--- config.mk ---
export PLATFORM = sky130hd
export DESIGN_NAME = pwm_duty_ctrl_flat
export DESIGN_NICKNAME = d
export VERILOG_FILES = /design/src/rtl/pwm_duty_ctrl_if.sv /design/src/rtl/pwm_duty_ctrl.sv /design/src/flat_wrapper.sv
export SDC_FILE = /design/constraint.sdc
export NUM_CORES = 1
export LEC_CHECK = 0
export BUFFER_PORTS_ARGS = -buffer_cell sky130_fd_sc_hd__clkbuf_2
export CAP_MARGIN = 5
export CORE_MARGIN = 2
export CORE_UTILIZATION = 55
export DETAILED_ROUTE_END_ITERATION = 12
export GPL_TIMING_DRIVEN = 0
export PLACE_DENSITY = 0.73
export SLEW_MARGIN = 5
export SYNTH_ARGS = -nofsm -noshare
export SYNTH_HDL_FRONTEND = slang
export SYNTH_SLANG_ARGS = --single-unit
--- constraint.sdc ---
create_clock -name clk -period 4.8 [get_ports clk]
set_input_delay 0.72 -clock clk [delete_from_list [all_inputs] [get_ports clk]]
set_output_delay 0.72 -clock clk [all_outputs]
set_load 0.01 [all_outputs]
--- src/rtl/pwm_duty_ctrl_if.sv ---
// pwm_duty_ctrl_if: button, period and duty signals between the controller and its surroundings.
interface pwm_duty_ctrl_if #(
    parameter int DUTY_W = 8
);
    logic              btn_inc;
    logic              btn_dec;
    logic              period_end;
    logic [DUTY_W-1:0] duty;
    logic              duty_load;
    logic [DUTY_W-1:0] target;
    logic              busy;

    modport master (
        output btn_inc, btn_dec, period_end,
        input  duty, duty_load, target, busy
    );

    modport slave (
        input  btn_inc, btn_dec, period_end,
        output duty, duty_load, target, busy
    );
endinterface

--- src/rtl/pwm_duty_ctrl.sv ---
// pwm_duty_ctrl: debounced inc/dec buttons with auto-repeat set a saturating target;
// the applied duty ramps toward it by one count per PWM period boundary.
module pwm_duty_ctrl #(
    parameter int DUTY_W          = 8,
    parameter int DUTY_MAX        = 100,
    parameter int STEP            = 10,
    parameter int DEBOUNCE_CYCLES = 50000,
    parameter int REPEAT_DELAY    = 25000000,
    parameter int REPEAT_RATE     = 5000000
) (
    input logic             clk,
    input logic             rst_a_n,
    pwm_duty_ctrl_if.slave  bus
);
    localparam int DB_W  = $clog2(DEBOUNCE_CYCLES + 1);
    localparam int TMR_W = $clog2((REPEAT_DELAY > REPEAT_RATE ? REPEAT_DELAY : REPEAT_RATE) + 1);

    typedef enum logic [1:0] {IDLE, HOLD, REPEAT, WAIT_REL} state_t;

    logic [1:0]        s1_q, s2_q, db_q;
    logic [DB_W-1:0]   cnt_q [2];
    state_t            state_q;
    logic              dir_q;
    logic [TMR_W-1:0]  tmr_q;
    logic [DUTY_W-1:0] target_q, duty_q, duty_d;
    logic              duty_load_q, duty_load_d;
    logic              inc_db, dec_db, held, other;
    logic [DUTY_W:0]   sum_w;
    logic [DUTY_W-1:0] inc_t, dec_t, step_t;
    logic [TMR_W-1:0]  tmr_lim;

    assign inc_db  = db_q[0];
    assign dec_db  = db_q[1];
    assign held    = dir_q ? inc_db : dec_db;
    assign other   = dir_q ? dec_db : inc_db;
    assign sum_w   = {1'b0, target_q} + (DUTY_W+1)'(STEP);
    assign inc_t   = sum_w > (DUTY_W+1)'(DUTY_MAX) ? DUTY_W'(DUTY_MAX) : sum_w[DUTY_W-1:0];
    assign dec_t   = {1'b0, target_q} < (DUTY_W+1)'(STEP) ? '0 : target_q - DUTY_W'(STEP);
    assign step_t  = dir_q ? inc_t : dec_t;
    assign tmr_lim = state_q == HOLD ? TMR_W'(REPEAT_DELAY - 1) : TMR_W'(REPEAT_RATE - 1);

    // Index 0 is the increment button, index 1 the decrement button.
    always_ff @(posedge clk or negedge rst_a_n) begin
        if (!rst_a_n) begin
            s1_q     <= '0;
            s2_q     <= '0;
            db_q     <= '0;
            cnt_q[0] <= '0;
            cnt_q[1] <= '0;
        end else begin
            s1_q <= {bus.btn_dec, bus.btn_inc};
            s2_q <= s1_q;
            for (int i = 0; i < 2; i++) begin
                if (s2_q[i] != db_q[i]) begin
                    if (cnt_q[i] == DB_W'(DEBOUNCE_CYCLES - 1)) begin
                        db_q[i]  <= ~db_q[i];
                        cnt_q[i] <= '0;
                    end else begin
                        cnt_q[i] <= cnt_q[i] + 1'b1;
                    end
                end else begin
                    cnt_q[i] <= '0;
                end
            end
        end
    end

    always_ff @(posedge clk or negedge rst_a_n) begin
        if (!rst_a_n) begin
            state_q  <= IDLE;
            dir_q    <= 1'b0;
            tmr_q    <= '0;
            target_q <= '0;
        end else begin
            case (state_q)
                IDLE: begin
                    if (inc_db ^ dec_db) begin
                        target_q <= inc_db ? inc_t : dec_t;
                        dir_q    <= inc_db;
                        tmr_q    <= '0;
                        state_q  <= HOLD;
                    end else if (inc_db) begin
                        state_q <= WAIT_REL;
                    end
                end
                HOLD, REPEAT: begin
                    if (!held) begin
                        state_q <= IDLE;
                    end else if (other) begin
                        state_q <= WAIT_REL;
                    end else if (tmr_q == tmr_lim) begin
                        target_q <= step_t;
                        tmr_q    <= '0;
                        state_q  <= REPEAT;
                    end else begin
                        tmr_q <= tmr_q + 1'b1;
                    end
                end
                default: state_q <= (!inc_db && !dec_db) ? IDLE : WAIT_REL;
            endcase
        end
    end

    // Ramp compares against the pre-edge target, so a same-edge step applies next period.
    always_comb begin
        duty_d      = !bus.period_end ? duty_q :
                      duty_q < target_q ? duty_q + 1'b1 :
                      duty_q > target_q ? duty_q - 1'b1 : duty_q;
        duty_load_d = bus.period_end && duty_q != target_q;
    end

    always_ff @(posedge clk or negedge rst_a_n) begin
        if (!rst_a_n) begin
            duty_q      <= '0;
            duty_load_q <= 1'b0;
        end else begin
            duty_q      <= duty_d;
            duty_load_q <= duty_load_d;
        end
    end

    assign bus.duty      = duty_q;
    assign bus.duty_load = duty_load_q;
    assign bus.target    = target_q;
    assign bus.busy      = duty_q != target_q;
endmodule

--- src/flat_wrapper.sv ---
// flat-port wrapper written by rule: the top's interface ports become plain ports
module pwm_duty_ctrl_flat 
#(
    parameter int DUTY_W          = 8,
    parameter int DUTY_MAX        = 100,
    parameter int STEP            = 10,
    parameter int DEBOUNCE_CYCLES = 50000,
    parameter int REPEAT_DELAY    = 25000000,
    parameter int REPEAT_RATE     = 5000000
)
  (clk, rst_a_n, bus_btn_inc, bus_btn_dec, bus_period_end, bus_duty, bus_duty_load, bus_target, bus_busy);
  pwm_duty_ctrl_if #(.DUTY_W(DUTY_W)) bus_i ();
  input logic clk;
  input logic rst_a_n;
  input wire logic [$bits(bus_i.btn_inc)-1:0] bus_btn_inc;
  input wire logic [$bits(bus_i.btn_dec)-1:0] bus_btn_dec;
  input wire logic [$bits(bus_i.period_end)-1:0] bus_period_end;
  output wire logic [$bits(bus_i.duty)-1:0] bus_duty;
  output wire logic [$bits(bus_i.duty_load)-1:0] bus_duty_load;
  output wire logic [$bits(bus_i.target)-1:0] bus_target;
  output wire logic [$bits(bus_i.busy)-1:0] bus_busy;
  assign bus_i.btn_inc = bus_btn_inc;
  assign bus_i.btn_dec = bus_btn_dec;
  assign bus_i.period_end = bus_period_end;
  assign bus_duty = bus_i.duty;
  assign bus_duty_load = bus_i.duty_load;
  assign bus_target = bus_i.target;
  assign bus_busy = bus_i.busy;
  pwm_duty_ctrl #(.DUTY_W(DUTY_W), .DUTY_MAX(DUTY_MAX), .STEP(STEP), .DEBOUNCE_CYCLES(DEBOUNCE_CYCLES), .REPEAT_DELAY(REPEAT_DELAY), .REPEAT_RATE(REPEAT_RATE)) u_core (.clk(clk), .rst_a_n(rst_a_n), .bus(bus_i));
endmodule
# Word level (Yosys, flattened, before mapping)
# Cells that the tools add are included.
[word_totals]
ff_bits = 83
input_bits = 5
output_inout_bits = 18
[classes]
addsub = 7
n_lt_le_gt_ge = 4
eq_ne = 14
n_mux = 30
bitwise = 3
reduce_logical = 15
[ops]
columns = ["cell", "n"]
rows = [
  ["$mux W25", 5],
  ["$mux W8", 10],
  ["$mux W16", 4],
  ["$pmux W25 S2", 1],
  ["$add A16 B1 Y16 const B", 2],
  ["$eq A16 B16 Y1 const B", 2],
  ["$add A25 B1 Y25 const B", 1],
  ["$eq A25 B25 Y1", 1],
  ["$pmux W8 S2", 1],
  ["$mux W2", 6],
  ["$reduce_and A2 Y1", 5],
  ["$add A8 B4 Y9 const B", 1],
  ["$gt A9 B7 Y1 const B", 1],
  ["$add A8 B1 Y8 const B", 1],
  ["$gt A8 B8 Y1", 1],
  ["$lt A8 B4 Y1 const B", 1],
  ["$lt A8 B8 Y1", 1],
  ["$ne A8 B8 Y1", 1],
  ["$sub A8 B1 Y8 const B", 1],
  ["$sub A8 B4 Y8 const B", 1],
  ["$ne A2 B1 Y1 const B", 3],
  ["$reduce_and A5 Y1", 1],
  ["$ne A4 B4 Y1 const B", 1],
  ["$pmux W2 S2", 1],
  ["14 further kinds", 20],
]

# Depth between registers and ports, before layout
[logic_depth]
word_depth = 8
depth_mapped = 13
ltp_nobuf = 13

# Worst setup path before layout
# OpenSTA, ideal clock, no wires.
[synth_path]
kind = "register to register"
start = "reg u_core.target_q[1], in the netlist u_core.bus.target[1]"
end = "reg u_core.duty_q[7], in the netlist u_core.bus.duty[7]"
arrival_ns = 3.002
t_required_ns = 4.721
setup_slack_ns = 1.719
path_stages_with_launch = 14
path_buffers = 0
cell_sequence = "dfrtp_1 -> inv_1 -> ha_1 -> nor2b_1 -> o211a_1 -> o21ba_2 -> or2_2 -> ha_1 -> nand3_1 -> o211ai_1 -> o41ai_1 -> or3_1 -> a21oi_1 -> xor2_1"
[synth_between]
elab_chain_cells = 3
elab_cells_between_ends = 5
cone_classes = "2 x order compare; 1 x mux; 2 x reduce/logical"
[synth_lines]
columns = ["item", "line", "text"]
rows = [
  ["start: declaration", "pwm_duty_ctrl.sv:25", "logic [DUTY_W-1:0] target_q, duty_q, duty_d;"],
  ["start signal: assignment", "pwm_duty_ctrl.sv:78", "target_q <= inc_db ? inc_t : dec_t;"],
  ["start signal: assignment", "pwm_duty_ctrl.sv:92", "target_q <= step_t;"],
  ["$gt A8 B8 Y1 / $lt A8 B8 Y1 (equally long branches)", "pwm_duty_ctrl.sv:108, pwm_duty_ctrl.sv:107", ""],
  ["$reduce_bool A2 Y1 (no line)", "--", ""],
  ["$reduce_and A2 Y1 (no line)", "--", ""],
  ["end signal: assignment", "pwm_duty_ctrl.sv:117", "duty_q <= duty_d;"],
  ["end: declaration", "pwm_duty_ctrl.sv:25", ""],
]
# Parallel ways exist; a longest one is shown, timed or not.
# A chain may end at the register's enable or synchronous reset.

# Worst setup path after layout
[layout_path]
start = "reg u_core.target_q[3], in the netlist u_core.bus.target[3]"
end = "reg u_core.duty_q[7], in the netlist u_core.bus.duty[7]"
# The elaborated chain is that of the path after synthesis.

==> impl_results.md <==
- Placed insts: approximately 600
- Sequential share of power: 0.522
- Comb pwr share: 0.022
- Clk pwr share: 0.456
- TritonCTS clock tree: yes
- WS Path Type: reg -> reg
- Critical Path Start: u_core.bus.target[3]
- Synth Area per Inst: between 9 and 10 µm²
- Syn Nets: slightly above 500
- P_sw: approximately 0.00028 W
- Most used DFF post-synth: dfrtp_1
- Die H: 96.2 µm
- Area grow syn2layout: 11.1%
- Largest net degree at the start of global routing: 63
- Post-synth EDFFs: 0
- Detailed placement HPWL: between 6 and 7 mm
- Setup crit start kind: flip-flop
- Fin crit share: 0.712
- Postcts setup bufs: 0
- Initial antenna violation count: 0
- First-pass GRT wire length: between 15 and 20 mm
- DP Area: 4950 µm²
- Run status: completed
- Final setup fails: 0
- Max Cap Viol: 0
- Post-CTS Resized: 0
- Sw frac: 0.208
- FF+latch count, synth: slightly above 80
- Slew Viols, Final: 0
- Synth async-reset ratio: 1.00
- Crit path to: u_core.bus.duty[7]
- Crit path time final: roughly 3400 ps
- Global placer's final weighted congestion: 0.862
- Max_slew headroom: 0.383
- Worst slew pin tran: ~910 ps
- Worst setup EP type: flip-flop
- R2R Path End: u_core.bus.duty[7]
- Clock buffer depth: 2
- Post-route insts no fill: 633
- Multi-input logic area: ~2500 µm²
- CTS Sinks: 83
- Count of cell types in the netlist: 61
- Nets@finish: 552
- Internal: around 0.0011 W
- Reg2reg start: u_core.bus.target[3]
- Gr ovfl total: 0
- Die Wd: a little under 100 µm
- Fill cells: ~690
- IO Count: 23
- R2R cell count: 13
- Final setup TNS: 0 ps
- R2R setup slack: approximately 1400 ps
- DRC viols: 0
- Post-CTS Hold Buffers: 0
- Inserted Diodes: 0
- Setup Skew: around 7.5 ps
- All-layer global routing usage: 0.208
- RSZ-0062 raised after global routing: false
- Die area: between 9000 and 10000 µm²
- Share of cells above drive strength 1: 0.133
- Vias: 3576
- Design area: 5200 µm²
- CP Data Required Time: approximately 5000 ps
- Register area: between 2000 and 2500 µm²
- Mapped Area: 4680 µm²
- Clock Pin Slew Worst Setup and Hold Paths: around 90 ps
- Num rows: 33
- Post-Syn Instances: 489
- Drt initial violations: around 100
- P_leak: approximately 2.4 nW
- Register area share after synthesis: 0.444
- Num CTS Buffers: 9
- Worst hold margin: 294 ps
- Clk root buf: clkbuf_8
- Max FO, Critical Path: 8
- Worst EP arrival: 3690 ps
- Final Hold Fails: 0
- WL/cell: between 10 and 15 µm
- Synthesis warning total: 0
- Port buffer count: 22
- Pwr dens: between 200 and 300 nW/µm²
- Final worst setup slack: about 1400 ps
- Setup WS pre-CTS: ~1400 ps
- Fmax: around 0.29 GHz
- Antenna Nets Post-Route: 0
- Starting Density: 0.569
- Routed wire length: between 8 and 9 mm
- Initial DRT Pass Iterations: 4
- Vias in the first global route: approximately 3500
- Type of the tightest min-delay check: in -> async
- H-tree depth: 3
- VDD IR max: about 0.16 mV
- Avg Vias per Cell: 5.65
- Core area: between 8000 and 9000 µm²
- Worst-Skew Late Latency: approximately 350 ps
-- cell usage after synthesis, types with 2 or more instances --
cell type	instances	area [µm²]
or3_1	4	25.0
xor2_1	30	263
a41oi_1	2	17.5
a21o_1	3	22.5
and2_1	3	18.8
nor2b_1	3	18.8
and3_1	19	119
nor2_1	71	267
o21ai_1	2	10.0
a211oi_1	3	22.5
nor3_1	10	50.1
nor4_1	4	25.0
buf_4	2	15.0
o21bai_1	2	15.0
o21a_1	2	15.0
o22ai_1	3	18.8
a22o_1	2	17.5
o21ai_0	17	85.1
ha_1	23	288
nor4b_1	5	43.8
buf_2	3	15.0
nand2_1	40	150
xnor2_1	29	254
o211ai_1	2	15.0
inv_1	20	75.1
clkbuf_1	7	26.3
and4_1	2	17.5
nand3_1	17	85.1
nand4_1	16	100
dfrtp_1	83	2080
mux2_2	8	90.1
o31ai_1	2	15.0
nor2_2	4	25.0
nand3b_1	2	15.0
or2_2	4	25.0
a21oi_1	15	75.1
-- logic make-up after synthesis --
family | count (synthesis) | synth area share
adders and majority gates | 24 | 0.0658
AOI/OAI and AO/OA | 68 | 0.0987
and+or+nand+nor | 212 | 0.228
DFF | 83 | 0.444
buffers and inverters | 34 | 0.0313
muxes | 9 | 0.0214
xor gates and xnor gates | 59 | 0.110
-- placed cells by master (no fill, tap or decap), drive strengths merged, types with 4 or more instances in the layout --
cell    synthesis  layout
nand3          18      18
buf             6       7
nand2          40      40
o21ai          19      19
clkbuf          7      39
nand4          16      16
dfrtp          83      83
or2             4       4
inv            21      22
and3           19      19
ha             23      23
nor2           75      75
nor4            4       4
nor3           10      10
mux2            8       8
nor4b           5       5
or3             4       4
a21oi          16      16
xnor2          29      29
xor2           30      30
-- how the worst min path moves through the flow --
| stage | slack [ps] | cells after the start | to | from |
|---|---|---|---|---|
| finish | 290 | 1 | u_core.cnt_q[31] | rst_a_n |
| global route | 310 | 1 | u_core.cnt_q[25] | rst_a_n |
| CTS | 290 | 1 | u_core.cnt_q[25] | rst_a_n |
| detailed placement | 340 | 0 | u_core.s2_q[1] | u_core.s1_q[1] |
| global placement | 330 | 0 | u_core.s2_q[1] | u_core.s1_q[1] |
| floorplan | 330 | 0 | u_core.s2_q[0] | u_core.s1_q[0] |
-- power by group through the flow --
stage               Sequential [W]  Clock (W)  Combinational (W)
floorplan                 0.000721          0         0.00000915
global placement          0.000722          0          0.0000264
detailed placement        0.000722          0          0.0000308
CTS                       0.000708   0.000629          0.0000311
global route              0.000709   0.000660          0.0000347
finish                    0.000708   0.000618          0.0000296
-- metrics by stage --
step	utilization	total power, W
CTS	0.633	0.00137
global route	0.633	0.00140
detailed placement	0.602	0.000753
floorplan	-	0.000730
global placement	0.599	0.000748
finish	0.633	0.00136
-- flip-flops by register name (all words and copies together), names as in the netlist, 2 cells and up --
register and count:
u_core.bus.target 8, u_core.s2_q 2, u_core.db_q 2, u_core.state_q 2
u_core.cnt_q 32, u_core.s1_q 2, u_core.bus.duty 8, u_core.tmr_q 25
-- critical path, cell delays in order (launching register included) --
cell,delay (ps)
dfrtp_1,350
clkbuf_1,280
inv_1,140
ha_1,360
a21o_1,180
o21ba_2,200
or2_2,360
ha_1,290
a21oi_1,180
o211ai_1,150
o41ai_1,350
o21ai_0,150
a21oi_1,190
xor2_1,160
-- area by class of cell --
type,count,share of cell area
clock buffers,10,0.0265
inverters,21,0.0152
well taps,105,0.0253
multi-input cells,372,0.472
repair buffers,23,0.0270
plain buffers,13,0.0130
flip-flops and latches,83,0.400
clock inverters,6,0.0214
-- layer usage --
| layer | track usage | share of wire | routed length, µm | vias up |
|---|---|---|---|---|
| li1 | - | - | - | 1769 |
| met1 | 0.262 | 0.47 | 4080 | 1746 |
| met2 | 0.360 | 0.49 | 4300 | 47 |
| met3 | 0.0431 | 0.030 | 263 | 14 |
| met4 | 0.0643 | 0.013 | 110 | 0 |
| met5 | 0 | 0 | 0 | - |
Power figures use the tool's default switching activity.
